### src/rtl/udiv20x10.sv
// Sequential unsigned restoring divider: 2W-bit dividend / W-bit divisor, one step per clock.
// Optional overflow / divide-by-zero detection is enabled by defining UDIV_OVF_CHECK_EN.
module udiv20x10 #(
   parameter int W = 10
) (
   input  logic           clk,
   input  logic           rst_n,
   input  logic           St,
   input  logic [2*W-1:0] Dvdnd,
   input  logic [W-1:0]   Dvsr,
   output logic [W-1:0]   Quot,
   output logic [W-1:0]   Rem,
   output logic           ovf,
   output logic           busy,
   output logic           done,
   output logic [1:0]     pstate
);

   localparam logic [1:0] IDLE  = 2'b00;
   localparam logic [1:0] CHECK = 2'b01;
   localparam logic [1:0] ITER  = 2'b10;
   localparam logic [1:0] DONE  = 2'b11;

   localparam int CW = $clog2(W + 1);

   logic [1:0]    state;
   logic [2*W:0]  acc;
   logic [W-1:0]  dvsr_q;
   logic [CW-1:0] cnt;
   logic [W-1:0]  quot_q;
   logic [W-1:0]  rem_q;
   logic          ovf_q;

   logic [2*W:0]  acc_sh;
   logic [2*W:0]  acc_nx;
   logic          ovf_hit;

   // One restoring step: shift, then trial-subtract on the W+1-bit partial remainder.
   always_comb begin
      acc_sh = {acc[2*W-1:0], 1'b0};
      acc_nx = acc_sh;
      if (acc_sh[2*W:W] >= {1'b0, dvsr_q})
         acc_nx = {acc_sh[2*W:W] - {1'b0, dvsr_q}, acc_sh[W-1:1], 1'b1};
   end

`ifdef UDIV_OVF_CHECK_EN
   // A quotient that cannot fit in W bits shows up as upper dividend half >= divisor.
   assign ovf_hit = (acc[2*W-1:W] >= dvsr_q);
`else
   assign ovf_hit = 1'b0;
`endif

   // NOTE: state registers use non-blocking assignments so every flop samples pre-edge values.
   always_ff @(posedge clk or negedge rst_n) begin
      if (!rst_n) begin
         state  <= IDLE;
         acc    <= '0;
         dvsr_q <= '0;
         cnt    <= '0;
         quot_q <= '0;
         rem_q  <= '0;
         ovf_q  <= 1'b0;
      end else begin
         case (state)
            IDLE: begin
               if (St) begin
                  acc    <= {1'b0, Dvdnd};
                  dvsr_q <= Dvsr;
                  cnt    <= '0;
                  state  <= CHECK;
               end
            end
            CHECK: begin
               if (ovf_hit) begin
                  ovf_q <= 1'b1;
                  state <= DONE;
               end else begin
                  state <= ITER;
               end
            end
            ITER: begin
               acc <= acc_nx;
               cnt <= cnt + 1'b1;
               if (cnt == CW'(W - 1)) begin
                  quot_q <= acc_nx[W-1:0];
                  rem_q  <= acc_nx[2*W-1:W];
                  ovf_q  <= 1'b0;
                  state  <= DONE;
               end
            end
            default: state <= IDLE;
         endcase
      end
   end

   assign Quot   = quot_q;
   assign Rem    = rem_q;
`ifdef UDIV_OVF_CHECK_EN
   assign ovf    = ovf_q;
`else
   assign ovf    = 1'b0;
`endif
   assign busy   = (state != IDLE);
   assign done   = (state == DONE);
   assign pstate = state;

endmodule

### config.mk
export PLATFORM = sky130hd
export DESIGN_NAME = udiv20x10
export DESIGN_NICKNAME = d
export VERILOG_FILES = /design/src/rtl/udiv20x10.sv
export SDC_FILE = /design/constraint.sdc
export NUM_CORES = 1
export LEC_CHECK = 0
export BUFFER_PORTS_ARGS = -buffer_cell sky130_fd_sc_hd__buf_4
export CORE_MARGIN = 3
export CORE_UTILIZATION = 42
export CTS_BUF_LIST = sky130_fd_sc_hd__clkbuf_4
export DETAILED_ROUTE_END_ITERATION = 8
export HOLD_SLACK_MARGIN = 0.02
export PLACE_DENSITY = 0.69
export RECOVER_POWER = 50
export SLEW_MARGIN = 0
export SYNTH_ARGS = -nofsm -noshare
export SYNTH_HDL_FRONTEND = slang
export SYNTH_SLANG_ARGS = --single-unit
### constraint.sdc
create_clock -name clk -period 2.9 [get_ports clk]
set_input_delay 0.29 -clock clk [delete_from_list [all_inputs] [get_ports clk]]
set_output_delay 0.29 -clock clk [all_outputs]
set_load 0.005 [all_outputs]
# ---- Word level (Yosys, flattened, before mapping)
# Cells that the tools add are included.
dict set report totals {
  regBits 56
  inputBits 33
  out_inout_bits 25
  elab_cells 30
}
dict set report op_classes {
  add_sub_neg 2
  order_cmp 1
  eq_ne 6
  n_mux 8
  reduce_logical 7
}
# cell count
set op_table {}
lappend op_table {{2-to-1 mux 20 bit} 2}
lappend op_table {{case mux 20 bit (2 select lines)} 1}
lappend op_table {{>= comparator 11 x 10 -> 1 bit} 1}
lappend op_table {{subtractor 10 bit} 1}
lappend op_table {{case mux 4 bit (2 select lines)} 1}
lappend op_table {{AND reduction 2 bit} 4}
lappend op_table {{case mux 2 bit (3 select lines)} 1}
lappend op_table {{adder 4 x 1 -> 4 bit (second input constant)} 1}
lappend op_table {{equality test 2 bit (second input constant)} 2}
lappend op_table {{equality test 4 bit (second input constant)} 1}
lappend op_table {{2-to-1 mux 2 bit} 2}
lappend op_table {{2-to-1 mux 4 bit} 1}
lappend op_table {{inequality test 2 bit (second input constant)} 2}
lappend op_table {{nonzero test 2 bit} 2}
lappend op_table {{equality test 2 x 1 -> 1 bit (second input constant)} 1}
lappend op_table {{logical NOT 2 bit} 1}

# ---- Depth between registers and ports, before layout
# Gate-level depths: netlist of run 1.
dict set report logic_depth {
  word_depth 3
  depth_mapped 9
  mapped_depth_nobuf 9
}

# ---- Worst setup path before layout of run 1
# OpenSTA, ideal clock, no wires.
dict set report synth_path {
  kind {register to register}
  from {reg acc[11]}
  to {reg acc[10]}
  setup_ns 0.094
  arrival_time_ns 2.008
  required_ns 2.806
  slack_ns 0.798
  path_stages_with_launch 8
  period_less_slack_ns 2.102
  cell_sequence {dfrtp_1 -> ha_1 -> o211ai_1 -> a21oi_2 -> o2111ai_2 -> a41o_4 -> mux2_4 -> a221oi_2}
}
dict set report synth_between {
  elab_chain_len 3
}
# element line
set synth_rtl {}
lappend synth_rtl {{start: declaration} 27} ;# logic [2*W:0] acc;
lappend synth_rtl {{start signal: assignment} 67} ;# acc <= {1'b0, Dvdnd};
lappend synth_rtl {{start signal: assignment} 82} ;# acc <= acc_nx;
lappend synth_rtl {{>= comparator 11 x 10 -> 1 bit} 42} ;# if (acc_sh[2*W:W] >= {1'b0, dvsr_q})
lappend synth_rtl {{2-to-1 mux 20 bit} 42}
lappend synth_rtl {{case mux 20 bit (2 select lines)} 64} ;# case (state)
# No other way between the ends.
# A chain may end at the register's enable or synchronous reset.

# ---- Worst setup path in the final report of run 1
# Ends and elaborated chain as after synthesis.

==> run metrics, run 1 <==
status finished clean; # fillers 691; R2R Setup Slk 0.51 ns; CTS Buf Count 5; Worst Skew 0.02572 ns; Compound-Gate Fraction of Synth Area 0.1565; crit path capture type register; Worst-Margin Slew 1.387 ns; # port buffers 56; Residual DRC 0; Final Hold Vio Count 0; I/O pin total 58; DRT Pass-1 Iters 5; Post-synth top cells dfrtp_1, nand2_1, o21ai_0; Synth Area per Inst 9.432 sq um; Min-Delay Endpoint dvsr_q[9]; Clk pwr share 0.085; Die H 91.17 microns; Setup Buffers After CTS 0; Slew HR 0.07549; H-tree depth 2; number of synthesized flops with an enable pin 0; unrepaired setup endpoints after global routing no; GRT busiest layer met2; Routed wire per std cell 14.51 microns; critical path type reg -> reg; fin worst setup slack 0.5051 ns; CP Max Fanout 13; ys async rst share 1.000; Clock Latency Late Sink 0.39 ns; PwrDens 1121 nW/um^2; hold_buf cts 1; register area share after synthesis 0.4600; Synth warnings 0; largest net degree at the start of global routing 57; WP data arrival 2.71 ns; diode count 0; starting density of the core 0.4411; hold path cells 2; R2R depth 7; Worst Path Required 3.22 ns; post-synthesis mux area share 0.1014; setup violators final 0; critical-path cell list ha_1 -> o211ai_1 -> a21oi_2 -> o2111ai_2 -> a41o_4 -> mux2_4 -> a221oi_2; simple-gate portion of the synthesized area 0.1491; grt met2 use 0.2716; Reg clk slew, reported paths 0.17 ns; first-pass GRT wire length 11,830 microns; DRT Wirelength 6907 microns; max-slew violations 0; Sw Share 0.4500; Post-layout nets 428; met3 Use GR 0.03065; routability-driven placement congestion ratio 0.9359; Place WS 0.5384 ns; Worst path max stage delay 0.44 ns; number of synthesized register bits 56; Synth Net Count 372; Yosys top cell area share 0.4600; total gr overflow 0; GRT Util Overall 0.1761; Synth Area in Adders 0.06817; main combinational cell family by area after synthesis compound AO/OA/AOI/OAI gates; CTS root buffer clkbuf_4; post-synth cell types 45; minimum clock period 2.395 ns; setup TNS 0 ns; Area contributors post-synth dfrtp_1, nand2_1, ha_1; mapped cell area 3047 sq um; sw power 1.834 mW; Mapped Cells 323; P&R area growth vs syn 19.26%; Int Pwr 2.241 mW; CTS max path bufs 2; reg2reg start acc[11]; die width 91.17 microns; DRT antenna net count 0; vias in the first global route 2,413; hold path startpoint Dvsr[9]; Main synth FF type dfrtp_1; drt initial violations 158; DIE AREA 8312 sq um; max_cap viols 0; post-cts sizing count 0; initial antenna violation count 0; CP startpoint kind register; CP max stage cell dfrtp_1; fin crit share 0.8258; via/cell ratio 5.172; Max Freq 0.4176 GHz; maximum vdd drop 418.4 uV; CTS Sinks 56; area leader, netlist dfrtp_1; Row Count 30; XOR/XNOR Fraction of Synth Area 0.01725; routed vias 2,462; Post-DP HPWL 5082 microns; Logic pwr share 0.607; layout cells sized above 1 0.2342; P_leak 1.738 nW; met1 usage in global routing 0.2556; sequential power share 0.308; CTS tree yes; CORE AREA 6907 sq um; worst flop-to-flop path endpoint acc[10]; Hold Crit Class in -> reg
[worst max path at each step]
stage | startpoint | to | slack (ns)
finish | acc[11] | acc[10] | 0.51
global route | acc[15] | acc[10] | 0.34
CTS | acc[11] | acc[10] | 0.51
detailed placement | acc[11] | acc[10] | 0.54
global placement | acc[11] | acc[10] | 0.61
floorplan | acc[11] | acc[10] | 0.80
[worst max-delay path: cells and delay by family (launching register included)]
family	cells	cell delay [ns]
AO/OA/AOI/OAI	5	1.17
adder cells (fa/ha/maj)	1	0.37
multiplexers	1	0.33
flip-flops	1	0.44
[flip-flops by register name, summed over array words and instances, names as in the netlist]
| signal | cells |
|---|---|
| acc | 20 |
| pstate | 2 |
| dvsr_q | 10 |
| cnt | 4 |
| Rem | 10 |
| Quot | 10 |
[power by group through the flow]
stage	registers (mW)	logic (mW)	clock network (mW)
final	1.25	2.47	0.348
after global routing	1.30	2.81	0.393
after CTS	1.25	2.47	0.360
after detailed placement	1.27	2.46	0
after global placement	1.26	2.41	0
after floorplan	1.21	1.91	0
[cell families (layout without fill, tap and decap cells)]
| logic type | count (synthesis) | in the layout |
|---|---|---|
| AOI/OAI and AO/OA | 80 | 80 |
| xor gates and xnor gates | 6 | 6 |
| adders and majority gates | 16 | 16 |
| buffers and inverters | 34 | 91 |
| DFF | 56 | 56 |
| muxes | 29 | 29 |
| other | 1 | 1 |
| and+or+nand+nor | 101 | 101 |
[per-layer routing]
| layer | up-vias | part of all wire |
|---|---|---|
| met2 | 55 | 0.47 |
| met1 | 1176 | 0.48 |
| met4 | 0 | 0.013 |
| met3 | 7 | 0.041 |
| met5 | - | 0 |
| li1 | 1224 | - |
[through the flow]
stage | cells | instance area [sq um] | hold WS (ns) | total power, mW | util
after floorplan | 323 | 3047 | -0.005591 | 3.121 | -
after global placement | 467 | 3573 | 0.3914 | 3.674 | 0.5174
after detailed placement | 467 | 3573 | 0.3953 | 3.730 | 0.5174
after CTS | 476 | 3640 | 0.1158 | 4.082 | 0.5270
after global routing | 476 | 3633 | 0.1095 | 4.498 | 0.5261
final | 476 | 3633 | 0.1272 | 4.075 | 0.5261
[placed cells by master, fill, tap and decap left out, types with 3 or more instances in the layout]
| master | instances |
|---|---|
| nand2_1 | 56 |
| nand3_1 | 3 |
| ha_1 | 15 |
| a21oi_1 | 27 |
| nor3_1 | 7 |
| xnor2_1 | 5 |
| inv_1 | 18 |
| o21ai_0 | 35 |
| mux2_2 | 11 |
| or3_1 | 6 |
| buf_4 | 50 |
| dfrtp_1 | 56 |
| nand2b_1 | 5 |
| nand4_1 | 3 |
| clkbuf_4 | 16 |
| mux2i_1 | 17 |
| nor2_1 | 12 |
[layout make-up]
| class | instances | area, sq um | share of cell area |
|---|---|---|---|
| Timing Repair Buffer | 64 | 476.7 | 0.1312 |
| Clock inverter | 3 | 18.77 | 0.005165 |
| Clock buffer | 5 | 37.54 | 0.01033 |
| Multi-Input combinational cell | 233 | 1508 | 0.4149 |
| Inverter | 19 | 71.32 | 0.01963 |
| Tap cell | 96 | 120.1 | 0.03306 |
| Sequential cell | 56 | 1401 | 0.3857 |
No activity file was read; power rests on OpenSTA's default activity.
==> run 2: changes to the inputs <==
==> constraint.sdc (replaced) <==
create_clock -name clk -period 2.5 [get_ports clk]
set_input_delay 0.25 -clock clk [delete_from_list [all_inputs] [get_ports clk]]
set_output_delay 0.25 -clock clk [all_outputs]
set_load 0.005 [all_outputs]
==> run metrics, run 2 (same netlist as run 1, synthesis figures left out) <==
CTS max path bufs 2; diode count 0; CTS Buf Count 5; max-slew violations 0; setup TNS 0 ns; routed vias 2,617; routability-driven placement congestion ratio 0.9116; critical-path cell list ha_1 -> a21oi_1 -> nand2_1 -> o2111ai_4 -> a41o_4 -> mux2_4 -> a221oi_2; Place WS 0.1006 ns; Hold Crit Class in -> reg; CP startpoint kind register; Worst Skew 0.01580 ns; CTS tree yes; DRT Wirelength 7228 microns; Residual DRC 0; # fillers 674; CP max stage cell dfrtp_1; Die H 91.17 microns; PwrDens 1351 nW/um^2; most frequent cells in the layout dfrtp_1, nand2_1, buf_4; Post-layout nets 432; CP Max Fanout 5; Post-DP HPWL 5221 microns; fin area 3679 sq um; # port buffers 56; layout cells sized above 1 0.2396; Slew HR 0.09034; Worst-Margin Slew 1.364 ns; maximum vdd drop 489.2 uV; minimum clock period 2.360 ns; Final Hold Vio Count 0; GRT busiest layer met2; vias in the first global route 2,395; H-tree depth 2; Routed wire per std cell 15.06 microns; Clock Latency Late Sink 0.38 ns; Biggest register acc; Reg clk slew, reported paths 0.16 ns; CTS Sinks 56; Worst Path Required 2.80 ns; WP data arrival 2.66 ns; Worst path max stage delay 0.43 ns; status finished clean; footprint of the multi-input gates 1530 sq um; initial antenna violation count 0; critical path type reg -> reg; max_cap viols 0; die width 91.17 microns; CTS root buffer clkbuf_4; via/cell ratio 5.452; grt met2 use 0.2759; DRT Pass-1 Iters 6; first-pass GRT wire length 11,650 microns; P&R area growth vs syn 20.74%; crit path capture type register; P_leak 1.754 nW; Util after Layout 0.5326; met3 Use GR 0.03645; fin crit share 0.9440; I/O pin total 58; largest net degree at the start of global routing 57; max reg flops 20; Pwr Total 4.969 mW; DRT antenna net count 0; met1 usage in global routing 0.2404; DIE AREA 8312 sq um; Placement Cell Area 3573 sq um; total gr overflow 0; setup violators final 0; CORE AREA 6907 sq um; Seq. cell area 1401 sq um; starting density of the core 0.4411; unrepaired setup endpoints after global routing no; Row Count 30; drt initial violations 186; fin worst setup slack 0.1400 ns; Max Freq 0.4237 GHz; GRT Util Overall 0.1722
==> run 2: cell types whose count changed in the layout (fill, tap and decap cells not counted) <==
cell / delta
a41o_2: +1
buf_1: -1
buf_4: +4
clkbuf_1: +1
clkinv_1: +1
clkinv_2: -2
clkinv_4: -1
clkinvlp_4: +1
o2111ai_2: -1
o2111ai_4: +1
==> run 2: timing repair <==
item / 4_1_cts / 5_1_grt
endpoints found under the setup margin: 0 / 1
hold buffers: 1 / 0
resized for setup: 0 / 1
hold endpoints to repair: 56 / 0
setup buffers: 0 / 3
==> run 2: per-stage QoR <==
stage / instances / hold WS (ns)
global placement: 467 / 0.3520
floorplan: 323 / -0.04559
CTS: 476 / 0.08326
finish: 480 / 0.09466
detailed placement: 467 / 0.3518
global route: 480 / 0.07905
==> run 2: per-layer routing <==
layer | routed length [microns] | vias to the layer above
li1 | - | 1238
met1 | 3245 | 1264
met2 | 3424 | 110
met3 | 493 | 5
met4 | 64 | 0
met5 | 0 | -
==> run 2: critical path, delay by kind of cell, from the launching register on <==
kind,cells,cell delay [ns]
AO/OA/AOI/OAI,4,1.03
flip-flops,1,0.43
adder cells (fa/ha/maj),1,0.37
multiplexers,1,0.32
AND/OR/NAND/NOR,1,0.13
==> run 2: final cells by class <==
type                       count  share of cell area
inverter                      19             0.01939
tap                           96             0.03265
multi-input combinational    234              0.4160
clock inverter                 2            0.003061
clock buffer                   6             0.01224
timing repair buffer          67              0.1357
sequential                    56              0.3810
==> run 2: worst paths after layout <==
path                            slack, ns        end  depth (start not counted)  startpoint
worst max-delay path                 0.14    acc[10]                          7     acc[13]
worst min-delay path                 0.09  dvsr_q[8]                          2     Dvsr[8]
worst max register to register       0.14    acc[10]                          7     acc[13]
worst min register to register       0.50    Quot[1]                          2     Quot[1]
max in group asynchronous            0.98    acc[15]                          2       rst_n
min in group asynchronous            0.69    Quot[3]                          2       rst_n
==> run 2: report_power, final <==
| part | switching [mW] | leakage, nW | total (mW) | internal (mW) |
|---|---|---|---|---|
| clock network | 0.283 | 0.0293 | 0.401 | 0.119 |
| registers | 0.250 | 0.705 | 1.46 | 1.21 |
| logic | 1.72 | 1.02 | 3.11 | 1.39 |
| total | 2.25 | 1.75 | 4.97 | 2.72 |
==> run 3: changes to the inputs <==
--- a/config.mk
+++ b/config.mk
@@ -10,6 +10,7 @@
 export CORE_UTILIZATION = 42
 export CTS_BUF_LIST = sky130_fd_sc_hd__clkbuf_4
 export DETAILED_ROUTE_END_ITERATION = 8
+export GPL_TIMING_DRIVEN = 0
 export HOLD_SLACK_MARGIN = 0.02
 export PLACE_DENSITY = 0.69
 export RECOVER_POWER = 50
==> constraint.sdc (replaced) <==
create_clock -name clk -period 2.3 [get_ports clk]
set_input_delay 0.23 -clock clk [delete_from_list [all_inputs] [get_ports clk]]
set_output_delay 0.23 -clock clk [all_outputs]
set_load 0.005 [all_outputs]
==> run metrics, run 3 (same netlist as run 1, synthesis figures left out) <==
Final Hold Vio Count 0; fin area 3874 sq um; Clk pwr share 0.080; Row Count 30; Place WS -0.1436 ns; CTS Sinks 56; DRT antenna net count 0; Worst Path Required 2.57 ns; GRT busiest layer met2; DIE AREA 8312 sq um; met3 Use GR 0.03065; Worst-Margin Slew 1.389 ns; Placement Cell Area 3587 sq um; minimum clock period 2.224 ns; worst hold slack 0.05847 ns; Post-DP HPWL 5334 microns; diode count 0; sw power 2.631 mW; Pwr Total 5.893 mW; family with the most delay on the worst path compound AO/OA/AOI/OAI gates; Routed wire per std cell 15.09 microns; setup violators final 0; max_cap viols 0; unrepaired setup endpoints after global routing yes; worst flop-to-flop path endpoint Rem[6]; R2R depth 8; grt met2 use 0.3035; CTS root buffer clkbuf_4; Util after Layout 0.5609; worst path bufs/invs 1; DRT Pass-1 Iters 5; Biggest register acc; Post-layout nets 448; CP max stage cell dfrtp_1; DP Cell Count 475; Hold Crit Class in -> reg; hold path startpoint Dvsr[7]; max reg flops 20; starting density of the core 0.4411; # port buffers 56; WP data arrival 2.50 ns; critical-path cell list ha_4 -> a21oi_2 -> nand2_1 -> o2111ai_2 -> a41o_4 -> buf_6 -> mux2i_4 -> a21oi_1; P&R area growth vs syn 27.15%; GRT Util Overall 0.1818; Logic pwr share 0.648; Reg clk slew, reported paths 0.17 ns; CTS max path bufs 2; layout cells sized above 1 0.3025; fin worst setup slack 0.07572 ns; Die H 91.17 microns; most frequent cells in the layout buf_4, dfrtp_1, nand2_1; Clock Latency Late Sink 0.41 ns; PwrDens 1521 nW/um^2; Slew HR 0.07379; P_leak 1.805 nW; Max Freq 0.4496 GHz; sequential power share 0.272; via/cell ratio 5.230; commonest non-fill, non-tap cell in the layout buf_4; routed vias 2,594; total gr overflow 0; met1 usage in global routing 0.2470; H-tree depth 2; Residual DRC 0; CP startpoint kind register; reg2reg start acc[13]; die width 91.17 microns; Sw Share 0.4465; CP Max Fanout 10; I/O pin total 58; max-slew violations 0; maximum vdd drop 634.0 uV; count of non-filler cells in the finished layout 496; CTS tree yes; fin crit share 0.9671; R2R Setup Slk 0.08 ns; first-pass GRT wire length 12,280 microns; DRT Wirelength 7484 microns; status finished clean; routability-driven placement congestion ratio 0.8370; drt initial violations 171; crit path capture type register; initial antenna violation count 0; hold path cells 2; vias in the first global route 2,595; largest net degree at the start of global routing 57; Min-Delay Endpoint dvsr_q[7]; Worst Skew 0.02713 ns; setup TNS 0 ns; Int Pwr 3.262 mW; critical path type reg -> reg; CTS Buf Count 5; Worst path max stage delay 0.48 ns; CORE AREA 6907 sq um
[run 3: changes by cell type in the layout (fill, tap and decap cells not counted), moves of 3 or more]
cell / change
buf_4: +4
ha_1: -6
ha_4: +6
clkbuf_2: +4
buf_2: +3
clkbuf_1: +6
mux2i_1: -3
[run 3: area by class of cell]
type	instances	area (sq um)
timing repair buffer	69	514.2
clock buffer	5	37.54
buffer	15	76.32
sequential	56	1403
fill	657	3033
multi-input combinational	233	1620
tap	96	120.1
inverter	19	75.07
clock inverter	3	27.53
[run 3: timing repair]
action                                  CTS  global route
hold buffers                              1             0
endpoints found under the setup margin   11            36
pin swaps                                 2             8
resized for setup                         5            27
buffers inserted                          4             8
hold endpoints to repair                 56             0
[run 3: power by group through the flow]
| stage | Sequential, mW | Clock (mW) | Combinational [mW] |
|---|---|---|---|
| final | 1.60 | 0.473 | 3.82 |
| after global routing | 1.65 | 0.533 | 4.20 |
| after CTS | 1.57 | 0.495 | 3.41 |
| after detailed placement | 1.60 | 0 | 3.18 |
| after global placement | 1.58 | 0 | 3.08 |
| after floorplan | 1.53 | 0 | 2.41 |
[run 3: how the worst max path moves through the flow]
stage	from	end	slack, ns	depth (start not counted)
after floorplan	acc[11]	acc[10]	0.20	7
after global placement	acc[13]	Rem[6]	-0.07	8
after detailed placement	acc[11]	Rem[6]	-0.14	8
after CTS	acc[13]	Rem[6]	0.004	8
after global routing	acc[9]	acc[18]	-0.06	9
final	acc[13]	Rem[6]	0.08	8
[run 3: metal layers]
layer / wire length, microns / vias to the layer above
li1: - / 1263
met1: 3396 / 1243
met2: 3615 / 80
met3: 390 / 8
met4: 81 / 0
met5: 0 / -
